===== config.mk =====
export PLATFORM = sky130hd
export DESIGN_NAME = wide_adder_sequencer
export DESIGN_NICKNAME = d
export VERILOG_FILES = /design/src/rtl/wide_adder_sequencer_pkg.sv /design/src/rtl/wide_adder_sequencer_rca.sv /design/src/rtl/wide_adder_sequencer.sv
export SDC_FILE = /design/constraint.sdc
export NUM_CORES = 1
export LEC_CHECK = 0
export BUFFER_PORTS_ARGS = -buffer_cell sky130_fd_sc_hd__clkbuf_2
export CAP_MARGIN = 30
export CORE_ASPECT_RATIO = 1.4
export CORE_MARGIN = 2
export CORE_UTILIZATION = 49
export DETAILED_ROUTE_END_ITERATION = 10
export GPL_TIMING_DRIVEN = 0
export PLACE_DENSITY = 0.76
export SYNTH_ARGS = -nofsm -noshare
export SYNTH_HDL_FRONTEND = slang
export SYNTH_SLANG_ARGS = --single-unit

===== constraint.sdc =====
create_clock -name clk -period 2.8 [get_ports clk]
set_input_delay 0.42 -clock clk [delete_from_list [all_inputs] [get_ports clk]]
set_output_delay 0.42 -clock clk [all_outputs]
set_load 0.02 [all_outputs]

===== src/rtl/wide_adder_sequencer_pkg.sv =====
// Shared types and constants for the nibble-serial wide adder.
package wide_adder_sequencer_pkg;

   typedef enum logic [1:0] {
      S_IDLE = 2'd0,
      S_RUN  = 2'd1,
      S_DONE = 2'd2
   } state_t;

   localparam int   SLICE_W = 4;
   localparam logic OP_ADD  = 1'b0;
   localparam logic OP_SUB  = 1'b1;

endpackage


===== src/rtl/wide_adder_sequencer_rca.sv =====
// 4-bit ripple carry adder slice shared by every step of the sequencer.
module wide_adder_sequencer_rca
   import wide_adder_sequencer_pkg::*;
(
   input  logic [SLICE_W-1:0] in1,
   input  logic [SLICE_W-1:0] in2,
   input  logic               c_in,
   output logic [SLICE_W-1:0] sum,
   output logic               c_out
);

   logic c;

   always_comb begin
      sum = '0;
      c   = c_in;
      for (int i = 0; i < SLICE_W; i++) begin
         sum[i] = in1[i] ^ in2[i] ^ c;
         c      = (in1[i] & in2[i]) | (c & (in1[i] ^ in2[i]));
      end
      c_out = c;
   end

endmodule


===== src/rtl/wide_adder_sequencer.sv =====
// WIDTH-bit add/sub stepped LSB-first through one 4-bit RCA slice,
// with a registered carry between nibbles and a done pulse at the end.
module wide_adder_sequencer
   import wide_adder_sequencer_pkg::*;
#(
   parameter int WIDTH = 16
)(
   input  logic             clk,
   input  logic             rst,
   input  logic             start,
   input  logic             op,
   input  logic [WIDTH-1:0] a,
   input  logic [WIDTH-1:0] b,
   input  logic             c_in,
   output logic             busy,
   output logic             done,
   output logic [WIDTH-1:0] result,
   output logic             c_out,
   output logic             overflow
);

   localparam int NSLICE = WIDTH / SLICE_W;
   localparam int IW     = $clog2(NSLICE);
   localparam logic [IW-1:0] LAST = IW'(NSLICE - 1);

   state_t             state;
   state_t             state_nx;
   logic [IW-1:0]      idx;
   logic [WIDTH-1:0]   a_q;
   logic [WIDTH-1:0]   b_q;
   logic               carry_q;
   logic [SLICE_W-1:0] s_in1;
   logic [SLICE_W-1:0] s_in2;
   logic [SLICE_W-1:0] s_sum;
   logic               s_co;
   logic               accept;
   logic               last;

   assign accept = start && (state != S_RUN);
   assign last   = (idx == LAST);
   assign s_in1  = a_q[idx*SLICE_W +: SLICE_W];
   assign s_in2  = b_q[idx*SLICE_W +: SLICE_W];

   wide_adder_sequencer_rca u_rca (
      .in1   (s_in1),
      .in2   (s_in2),
      .c_in  (carry_q),
      .sum   (s_sum),
      .c_out (s_co)
   );

   always_ff @(posedge clk) begin
      if (rst) state <= S_IDLE;
      else     state <= state_nx;
   end

   always_comb begin
      state_nx = state;
      unique case (state)
         S_IDLE:  if (start) state_nx = S_RUN;
         S_RUN:   if (last)  state_nx = S_DONE;
         S_DONE:  state_nx = start ? S_RUN : S_IDLE;
         default: state_nx = S_IDLE;
      endcase
   end

   always_comb begin
      busy = (state == S_RUN);
      done = (state == S_DONE);
   end

   // b is stored pre-inverted for subtract so the slice only ever adds
   always_ff @(posedge clk) begin
      if (rst) begin
         idx      <= '0;
         a_q      <= '0;
         b_q      <= '0;
         carry_q  <= 1'b0;
         result   <= '0;
         c_out    <= 1'b0;
         overflow <= 1'b0;
      end else if (accept) begin
         idx      <= '0;
         a_q      <= a;
         b_q      <= (op == OP_SUB) ? ~b : b;
         carry_q  <= (op == OP_SUB) ? 1'b1 : c_in;
         result   <= '0;
         c_out    <= 1'b0;
         overflow <= 1'b0;
      end else if (state == S_RUN) begin
         result[idx*SLICE_W +: SLICE_W] <= s_sum;
         carry_q <= s_co;
         if (last) begin
            c_out    <= s_co;
            overflow <= (a_q[WIDTH-1] == b_q[WIDTH-1]) &&
                        (s_sum[SLICE_W-1] != a_q[WIDTH-1]);
         end else begin
            idx <= idx + 1'b1;
         end
      end
   end

endmodule


==> results of run 1 <==
## cell families (layout without fill, tap and decap cells)
kind of cell | count (synthesis) | in the layout | share of synthesized area (%)
buffers and inverters | 39 | 107 | 7.52
XOR/XNOR | 17 | 17 | 5.56
adder cells (fa/ha/maj) | 10 | 10 | 5.79
AND/OR/NAND/NOR | 66 | 66 | 13.7
flip-flops | 55 | 55 | 41.1
AO/OA/AOI/OAI | 89 | 89 | 19.6
multiplexers | 8 | 8 | 6.73
## per-stage QoR
stage	setup WS [ns]	hold slack, ns	TNS, ns
after floorplan	-0.0460	0.451	-0.0460
after global routing	-0.240	0.334	-1.03
after CTS	-0.124	0.327	-0.407
after detailed placement	-0.274	0.448	-0.678
after global placement	-0.218	0.440	-0.365
final	-0.127	0.331	-0.441
## power breakdown
part           switching, W  internal (W)  total (W)
Sequential        0.0000215      0.000823   0.000845
Clock              0.000260      0.000290   0.000550
Combinational      0.000187      0.000160   0.000347
Total              0.000469       0.00127    0.00174
## how the worst max path moves through the flow
stage	slack (ns)	to	cells after the start	from
after CTS	-0.12	overflow$_SDFFE_PP0P_	11	idx[0]$_SDFFE_PP0P_
after global routing	-0.24	overflow$_SDFFE_PP0P_	11	idx[0]$_SDFFE_PP0P_
after detailed placement	-0.27	overflow$_SDFFE_PP0P_	11	idx[0]$_SDFFE_PP0P_
after floorplan	-0.05	overflow$_SDFFE_PP0P_	11	idx[0]$_SDFFE_PP0P_
final	-0.13	overflow$_SDFFE_PP0P_	11	idx[0]$_SDFFE_PP0P_
after global placement	-0.22	overflow$_SDFFE_PP0P_	11	idx[0]$_SDFFE_PP0P_
## placed cells by master, fill, tap and decap left out, types with 9 or more instances in the layout
cell	n
sky130_fd_sc_hd__clkbuf_2	53
sky130_fd_sc_hd__a211oi_1	16
sky130_fd_sc_hd__inv_1	9
sky130_fd_sc_hd__dfxtp_1	54
sky130_fd_sc_hd__buf_2	9
sky130_fd_sc_hd__a21oi_1	45
sky130_fd_sc_hd__nand2_1	11
sky130_fd_sc_hd__nand3_1	21
sky130_fd_sc_hd__o21ai_0	17
sky130_fd_sc_hd__nor2_1	12
sky130_fd_sc_hd__xnor2_1	17
## layout make-up
class | count | area (um2)
fillers | 450 | 2000
flip-flops and latches | 55 | 1100
plain buffers | 26 | 164
repair buffers | 60 | 322
clock buffers | 6 | 82.6
clock inverters | 2 | 35.0
multi-input cells | 190 | 1400
inverters | 13 | 51.3
well taps | 66 | 82.6
## flip-flops by register name, summed over array words and instances (netlist names)
| signal | flops |
|---|---|
| idx | 2 |
| c_out | 1 |
| state | 2 |
| b_q | 16 |
| result | 16 |
| a_q | 16 |
| carry_q | 1 |
| overflow | 1 |
## per-layer routing
metal,global-route usage (%),up-vias,part of all wire [%]
li1,-,1156,-
met1,25.8,1093,41
met2,38.2,60,53
met3,3.72,12,3.6
met4,7.99,0,2.3
met5,0,-,0
## worst min-delay path, delay by kind of cell
kind | cells | cell delay (ns)
buffers and inverters | 1 | 0.08
AND/OR/NAND/NOR | 1 | 0.05
AO/OA/AOI/OAI | 1 | 0.05
## repair_timing
action | CTS | global route
hold endpoints to repair | 0 | 0
setup endpoints to repair | 5 | 5
buffers inserted | 6 | 1
gates resized for setup | 7 | 1
pin swaps | 2 | 0
hold buffers | 0 | 0
==> out/summary.md, run 1 <==
- in2reg — Hold Path Class
- 0.274 mV — worst ir drop on vdd
- 342 MHz — achievable frequency
- 4.57 mm — post-detailed-placement half-perimeter wirelength
- 0 — number of design rule violations left after detail routing
- 0.00524 mm2 — area of the core
- overflow$_SDFFE_PP0P_ — endpoint of the most critical register-to-register path
- 56.0% — tightest slew margin relative to the limit
- idx[0]$_SDFFE_PP0P_ — origin of the critical flop-to-flop path
- 0 — antenna cells
- finished with violations — result of the run
- 2.93 ns — post-route minimum period
- 2215 — via count of the first global-routing pass
- 14.9 um — average wire per standard cell
- 2 — buffers from clock root to sink, at most
- 0.56 ns — delay contributed by the slowest stage of the critical path
- 66.5 um — width of the die
- a_q[8]$_SDFFE_PP0P_ — endpoint of the worst hold-timing path
- built — clock tree from TritonCTS
- 1.27 nW — leakage power summed over all cells
- 5 — number of buffers created by CTS
- 2321 — via count
- 31 — Placement Rows
- 3.01 ns — CP required
- 331 — number of nets in the synthesized netlist
- 10.3 mm — first-pass GRT wire length
- 0.651 ns — slew of the pin with the lowest slew margin
- buf_6 > mux4_2 > inv_2 > fa_2 > fa_2 > inv_2 > fa_2 > fa_2 > and3b_1 > a211oi_2 > nor3_2 — worst path cell trace
- 0 — number of enable-type register cells in the synthesized netlist
- 6.24 mm — Post-Route WL
- 0 — max_cap viols
- 0.00268 mm2 — netlist area before placement
- 41.1% — Synth top area share
- 2 — count of H-tree levels built during CTS
- flop — launching element type of the critical path
- setup timing — violations in the final reports
- 3 — number of buffer and inverter instances along the worst setup path
- 11 — depth of the worst register-to-register path
- 0.31 ns — worst-skew pair later-pin latency
- 0 — leftover overflow at the end of global routing
- a[8] — worst hold path startpoint
- 0.00608 mm2 — area of the die
- adder cells — Largest delay share family, worst path
- sky130_fd_sc_hd__dfxtp_1 — flip-flop cell with the highest count after synthesis
- 61.8% — post-layout utilization of the core
- sky130_fd_sc_hd__dfxtp_1 — count leader, synth
- 105% — share of the clock period used by the worst path after layout
- sky130_fd_sc_hd__fa_2 — cell repeated most along the worst path
- 0 — ANT nets after route
- 51.2% — effective utilization at floorplan
- 91.5 um — Die Y
- 55 — number of synthesized register bits
- 0 — antenna violations before repair
- 3.14 ns — Arr. time, crit path
- 403 — Cells after DPL
- 55 — clock tree sinks
- 4 — First-pass DRT Iterations
- 398 — # nets final
- 0.00649 ns — worst clock skew
- 41.1% — part of the Yosys area used for sequential elements
- 17 — pin count of the biggest net entering global routing
- 0.00304 mm2 — DP Area
- 7 — maximum fanout along the worst path
- 32 — post-synth cell types
- true — unrepaired setup endpoints after global routing
- 0 — hold violation total from the final report
- sky130_fd_sc_hd__fa_2 — Max stage delay cell, worst path
- sky130_fd_sc_hd__dfxtp_1, sky130_fd_sc_hd__a21oi_1, sky130_fd_sc_hd__mux4_2, sky130_fd_sc_hd__xnor2_1, sky130_fd_sc_hd__a211oi_1 — top area cells in the synthesized netlist
- 0.821 — gp weighted congestion
- 20.9% — synthesis-to-finish area growth
- 57 — I/O pin count
- -0.13 ns — slack of the worst reg-to-reg path
- 0.00324 mm2 — cell area after layout
- 30.7% — fraction of final layout cells sized beyond drive strength 1
- reg2reg — crit path kind
- flop — capturing element type of the critical path
- 53 — number of buffer cells added on primary ports
- 5 — setup violators final
- 3 — hold path depth
- 0.00174 W — Design Power
- sky130_fd_sc_hd__dfxtp_1, sky130_fd_sc_hd__a21oi_1, sky130_fd_sc_hd__nand3_1 — leading post-synthesis cells by instance count
- 21.7% — Total GRT Usage
- 0.10 ns — clock edge transition at the registers on the reported setup and hold paths
- sky130_fd_sc_hd__dfxtp_1 — largest area contributor in the netlist
- 5.55 — Avg Vias per Cell
- sky130_fd_sc_hd__clkbuf_8 — CTS Root Cell
- 94 — DR iter-0 viols
- -0.127 ns — setup slack after layout
- 538 mW/mm2 — power per standard cell area
- 418 — final cell count without fillers
- 0% — fraction of registers with async set or reset after synthesis
- 0 — synth warn
- 9.43 um2 — Avg Synthesized Cell Area
- 284 — synthesized instance count
- 0 — max-slew violation count
Note: power is estimated with default switching activity, not from simulation.
==> run 2: changes to the inputs <==
--- a/config.mk
+++ b/config.mk
@@ -15,4 +15,5 @@
 export PLACE_DENSITY = 0.76
 export SYNTH_ARGS = -nofsm -noshare
 export SYNTH_HDL_FRONTEND = slang
+export SYNTH_HIERARCHICAL = 1
 export SYNTH_SLANG_ARGS = --single-unit
==> out/summary.md, run 2 <==
- finished with violations — result of the run
- setup timing — violations in the final reports
- 3.13 ns — Arr. time, crit path
- sky130_fd_sc_hd__dfxtp_1 — largest area contributor in the netlist
- 0.845 — gp weighted congestion
- 2318 — via count of the first global-routing pass
- sky130_fd_sc_hd__dfxtp_1, sky130_fd_sc_hd__a21oi_1, sky130_fd_sc_hd__mux4_2, sky130_fd_sc_hd__xnor2_1, sky130_fd_sc_hd__a211oi_1 — top area cells in the synthesized netlist
- in2reg — Hold Path Class
- 4 — First-pass DRT Iterations
- 0.516 ns — slew of the pin with the lowest slew margin
- 57 — I/O pin count
- 40 — post-synth cell types
- 0.10 ns — clock edge transition at the registers on the reported setup and hold paths
- flop — capturing element type of the critical path
- sky130_fd_sc_hd__clkbuf_2, sky130_fd_sc_hd__dfxtp_1, sky130_fd_sc_hd__a21oi_1 — leading cell types in the layout, fill and taps excluded
- 0.334 ns — Hold WS
- -0.133 ns — setup slack after layout
- -0.407 ns — Post-Place Setup Slack
- 0 — hold violation total from the final report
- 0 — ANT nets after route
- built — clock tree from TritonCTS
- 9.40 um2 — Avg Synthesized Cell Area
- true — unrepaired setup endpoints after global routing
- 401 — # nets final
- 0.31 ns — worst-skew pair later-pin latency
- a[10] — worst hold path startpoint
- 0 — antenna cells
- 0.00545 mm2 — area of the core
- sky130_fd_sc_hd__dfxtp_1 — flip-flop cell with the highest count after synthesis
- 2 — count of H-tree levels built during CTS
- 32 — Placement Rows
- 501 mW/mm2 — power per standard cell area
- 0 — antenna violations before repair
- 2.93 ns — post-route minimum period
- -0.292 ns — final-layout setup total negative slack
- 6.48 mm — Post-Route WL
- reg2reg — crit path kind
- 3.00 ns — CP required
- 5 — maximum fanout along the worst path
- 3 — hold path depth
- sky130_fd_sc_hd__clkbuf_2 — most common library cell in the layout ignoring fill and taps
- 2 — buffers from clock root to sink, at most
- 290 — synthesized instance count
- idx[0]$_SDFFE_PP0P_ — critical path startpoint
- 0 — count of hold-fix buffers inserted at cts
- 30.9% — fraction of final layout cells sized beyond drive strength 1
- 10.4 mm — first-pass GRT wire length
- 67.0 um — width of the die
- 4.76 mm — post-detailed-placement half-perimeter wirelength
- 336 — number of nets in the synthesized netlist
- 65.6% — tightest slew margin relative to the limit
- idx[0]$_SDFFE_PP0P_ — origin of the critical flop-to-flop path
- 0.00618 mm2 — area of the die
- 5.67 — Avg Vias per Cell
- 59.1% — post-layout utilization of the core
- 0.225 mV — worst ir drop on vdd
- 0 — max-slew violation count
- 50.1% — effective utilization at floorplan
- 0.00622 ns — worst clock skew
- 193 — DR iter-0 viols
- sky130_fd_sc_hd__clkbuf_8 — CTS Root Cell
- 0.000474 W — Psw
- 18.0% — synthesis-to-finish area growth
- 12 — depth of the worst register-to-register path
- 29.4% — Net Sw Frac
- 5 — number of buffers created by CTS
- 55 — number of synthesized register bits
- sky130_fd_sc_hd__inv_2 — cell repeated most along the worst path
- mux4_2 > fa_2 > inv_2 > fa_2 > inv_2 > fa_2 > inv_2 > fa_1 > inv_2 > and3b_1 > a211oi_2 > nor3_1 — worst path cell trace
- 1.23 nW — leakage power summed over all cells
- 40.4% — part of the Yosys area used for sequential elements
- 20.2% — combinational fraction of design power
- sky130_fd_sc_hd__dfxtp_1, sky130_fd_sc_hd__a21oi_1, sky130_fd_sc_hd__o21ai_0 — leading post-synthesis cells by instance count
- 92.3 um — Die Y
- 6 — synth warn
- sky130_fd_sc_hd__dfxtp_1 — count leader, synth
- 5 — setup violators final
- 55 — number of buffer cells added on primary ports
- 55 — clock tree sinks
- sky130_fd_sc_hd__mux4_2 — Max stage delay cell, worst path
- 0 — max_cap viols
- 0 — number of enable-type register cells in the synthesized netlist
- 0.53 ns — delay contributed by the slowest stage of the critical path
- 15.3 um — average wire per standard cell
- 0% — fraction of registers with async set or reset after synthesis
- 0.00114 W — cell internal pwr
- 0.00161 W — Design Power
- 40.4% — Synth top area share
- 0.00273 mm2 — netlist area before placement
- 341 MHz — achievable frequency
- 27.1% — Clk pwr share
- flop — launching element type of the critical path
- 52.7% — sequential share of power
- a_q: 16 flops, b_q: 16 flops, result: 16 flops — largest registers
- 105% — share of the clock period used by the worst path after layout
- 17 — pin count of the biggest net entering global routing
- 0 — leftover overflow at the end of global routing
- 21.8% — Total GRT Usage
- 2403 — via count
- 0 — number of design rule violations left after detail routing
run 2: worst paths after layout:
kind	endpoint	slack, ns
worst max-delay path	overflow$_SDFFE_PP0P_	-0.13
worst min-delay path	a_q[10]$_SDFFE_PP0P_	0.33
worst max register to register	overflow$_SDFFE_PP0P_	-0.13
worst min register to register	result[4]$_SDFFE_PP0P_	0.46
run 2: logic make-up (layout without fill, tap and decap cells):
kind of cell | Yosys count | in the layout | share of synthesized area [%]
flip-flops | 55 | 55 | 40.4
buffers and inverters | 43 | 109 | 7.80
AO/OA/AOI/OAI | 92 | 92 | 20.8
XOR/XNOR | 17 | 17 | 5.46
multiplexers | 8 | 8 | 6.61
AND/OR/NAND/NOR | 66 | 66 | 13.7
adder cells (fa/ha/maj) | 9 | 9 | 5.23
run 2: metal layers:
metal  vias up  global-route usage (%)  part of all wire (%)
met5         -                       0                     0
met4         0                    7.99                   2.1
met3        12                    3.56                   5.6
met2        96                    38.9                    54
met1      1128                    25.3                    38
li1       1167                       -                     -
run 2: per-stage QoR:
step                std cells  area, um2
finish                    424       3220
detailed placement        413       3110
global route              424       3220
CTS                       425       3230
floorplan                 290       2750
global placement          413       3110
run 2: layout make-up:
cell class              instances  area, um2
multi-input cells             192       1430
plain buffers                  24        140
well taps                      68       85.1
fillers                       527       2230
inverters                      18       67.6
clock inverters                 2       12.5
repair buffers                 59        309
clock buffers                   6       72.6
flip-flops and latches         55       1100
run 2: what timing repair did:
action                                  4_1_cts  5_1_grt
gates resized for setup                       3        2
endpoints found under the setup margin        5        5
pin swaps                                     2        2
buffers inserted                              4        0
run 2: critical path: cells and delay by family, from the launching register on:
kind                       cells  cell delay (ns)
and+or+nand+nor                2             0.24
buffers and inverters          4             0.23
DFF                            1             0.40
AOI/OAI and AO/OA              1             0.13
adders and majority gates      4             1.30
muxes                          1             0.53
run 2: power groups by stage:
stage | logic, W | clock network (W) | registers (W)
after global placement | 0.000305 | 0 | 0.000866
after CTS | 0.000326 | 0.000440 | 0.000848
after detailed placement | 0.000310 | 0 | 0.000868
final | 0.000325 | 0.000437 | 0.000850
after global routing | 0.000355 | 0.000473 | 0.000856
after floorplan | 0.000219 | 0 | 0.000861
==> run 3: changes to the inputs <==
--- a/config.mk
+++ b/config.mk
@@ -7,7 +7,6 @@
 export LEC_CHECK = 0
 export BUFFER_PORTS_ARGS = -buffer_cell sky130_fd_sc_hd__clkbuf_2
 export CAP_MARGIN = 30
-export CORE_ASPECT_RATIO = 1.4
 export CORE_MARGIN = 2
 export CORE_UTILIZATION = 49
 export DETAILED_ROUTE_END_ITERATION = 10
==> out/summary.md, run 3 (synthesis gave the netlist of run 2 again) <==
- finished with violations — result of the run
- setup timing — violations in the final reports
- 5 — number of buffers created by CTS
- 6.37 mm — Post-Route WL
- 0 — max_cap viols
- 36.6% — fraction of met2 tracks used by global routing
- in2reg — Hold Path Class
- 0.09 ns — clock edge transition at the registers on the reported setup and hold paths
- 100 — DR iter-0 viols
- 14.9 um — average wire per standard cell
- 27 — Placement Rows
- 55 — clock tree sinks
- -0.205 ns — setup slack after layout
- idx[0]$_SDFFE_PP0P_ — origin of the critical flop-to-flop path
- 0.00544 mm2 — area of the core
- 30.9% — M1 GR Usage
- 11.1 mm — first-pass GRT wire length
- sky130_fd_sc_hd__clkbuf_2 — most common library cell in the layout ignoring fill and taps
- 0.31 ns — worst-skew pair later-pin latency
- 0.00618 mm2 — area of the die
- 12 — depth of the worst register-to-register path
- 0.00515 ns — worst clock skew
- 0 — max-slew violation count
- -0.557 ns — final-layout setup total negative slack
- flop — launching element type of the critical path
- 78.6 um — width of the die
- 4 — First-pass DRT Iterations
- 333 MHz — achievable frequency
- 0 — hold violation total from the final report
- 5 — setup violators final
- 0.00172 W — Design Power
- -0.21 ns — slack of the worst reg-to-reg path
- 59.8% — post-layout utilization of the core
- 4.60 mm — post-detailed-placement half-perimeter wirelength
- 2304 — via count of the first global-routing pass
- -0.453 ns — Post-Place Setup Slack
- a_q: 16 flops, b_q: 16 flops, result: 16 flops — largest registers
- true — unrepaired setup endpoints after global routing
- 22.6% — Total GRT Usage
- sky130_fd_sc_hd__clkbuf_2, sky130_fd_sc_hd__dfxtp_1, sky130_fd_sc_hd__a21oi_1 — leading cell types in the layout, fill and taps excluded
- 476 — Filler Cells Inserted
- 3.01 ns — post-route minimum period
- met2 — busiest layer in global routing
- 0.825 — gp weighted congestion
- 0 — number of design rule violations left after detail routing
- 19.4% — synthesis-to-finish area growth
- 2 — buffers from clock root to sink, at most
- 107% — share of the clock period used by the worst path after layout
- 0 — antenna violations before repair
- overflow$_SDFFE_PP0P_ — endpoint of the most critical register-to-register path
- 1.25 nW — leakage power summed over all cells
- sky130_fd_sc_hd__clkbuf_8 — CTS Root Cell
- 0.330 ns — Hold WS
- 529 mW/mm2 — power per standard cell area
- 0 — ANT nets after route
- flop — capturing element type of the critical path
- 31.5% — fraction of final layout cells sized beyond drive strength 1
- 4.14% — met3 capacity usage during global routing
- idx[0]$_SDFFE_PP0P_ — critical path startpoint
- overflow$_SDFFE_PP0P_ — critical path endpoint
- 0.505 ns — slew of the pin with the lowest slew margin
- 3.20 ns — Arr. time, crit path
- 66.3% — tightest slew margin relative to the limit
- 17 — pin count of the biggest net entering global routing
- 2.99 ns — CP required
- 2 — count of H-tree levels built during CTS
- 55 — number of buffer cells added on primary ports
- 2354 — via count
- 0 — antenna cells
- 5 — maximum fanout along the worst path
- 0 — leftover overflow at the end of global routing
- 50.1% — effective utilization at floorplan
- built — clock tree from TritonCTS
- 401 — # nets final
- 78.6 um — Die Y
- 57 — I/O pin count
- 5.50 — Avg Vias per Cell
- 0.322 mV — worst ir drop on vdd
- reg2reg — crit path kind
## run 3: cell type report
| type | count | area [um2] | area share [%] |
|---|---|---|---|
| timing repair buffer | 59 | 309 | 9.50 |
| tap | 72 | 90.1 | 2.77 |
| clock buffer | 6 | 82.6 | 2.54 |
| multi-input combinational | 192 | 1430 | 43.9 |
| inverter | 18 | 67.6 | 2.08 |
| sequential | 55 | 1100 | 33.9 |
| buffer | 24 | 136 | 4.19 |
| clock inverter | 2 | 35.0 | 1.08 |
## run 3: through the flow
stage | instance area (um2) | std cells
floorplan | 2750 | 290
global placement | 3110 | 417
detailed placement | 3110 | 417
CTS | 3270 | 429
global route | 3250 | 428
finish | 3250 | 428
## run 3: power by group
group	switching [W]	total (W)	internal, W
registers	0.0000263	0.000849	0.000823
logic	0.000188	0.000328	0.000140
clock network	0.000255	0.000544	0.000290
total	0.000469	0.00172	0.00125
## run 3: worst min-delay path by stage
stage / from / end / slack (ns) / cells after the start
after floorplan: a_q[10]$_SDFFE_PP0P_ / a_q[10]$_SDFFE_PP0P_ / 0.45 / 2
after global placement: result[6]$_SDFFE_PP0P_ / result[6]$_SDFFE_PP0P_ / 0.44 / 2
after detailed placement: result[2]$_SDFFE_PP0P_ / result[2]$_SDFFE_PP0P_ / 0.45 / 2
after CTS: a[9] / a_q[9]$_SDFFE_PP0P_ / 0.33 / 3
after global routing: a[13] / a_q[13]$_SDFFE_PP0P_ / 0.33 / 3
final: a[9] / a_q[9]$_SDFFE_PP0P_ / 0.33 / 3
## run 3: metal layers
layer	wire length, um	vias to the layer above
li1	-	1178
met1	2950	1097
met2	3010	71
met3	336	8
met4	82	0
met5	0	-
## run 3: what timing repair did
action | in CTS | in global routing
resized for setup | 3 | 2
setup buffers | 4 | 0
hold buffers | 0 | 0
gates cloned | 0 | 0
pin swaps | 2 | 1
endpoints found under the setup margin | 5 | 5
## run 3: worst max-delay path, cell delays in order, from the launching register on
cell                       delay (ns)
sky130_fd_sc_hd__dfxtp_4         0.40
sky130_fd_sc_hd__mux4_2          0.53
sky130_fd_sc_hd__fa_2            0.37
sky130_fd_sc_hd__inv_2           0.06
sky130_fd_sc_hd__fa_2            0.19
sky130_fd_sc_hd__inv_2           0.04
sky130_fd_sc_hd__fa_2            0.33
sky130_fd_sc_hd__inv_2           0.06
sky130_fd_sc_hd__fa_1            0.41
sky130_fd_sc_hd__inv_2           0.10
sky130_fd_sc_hd__and3b_1         0.20
sky130_fd_sc_hd__a211oi_2        0.14
sky130_fd_sc_hd__nor3_1          0.06
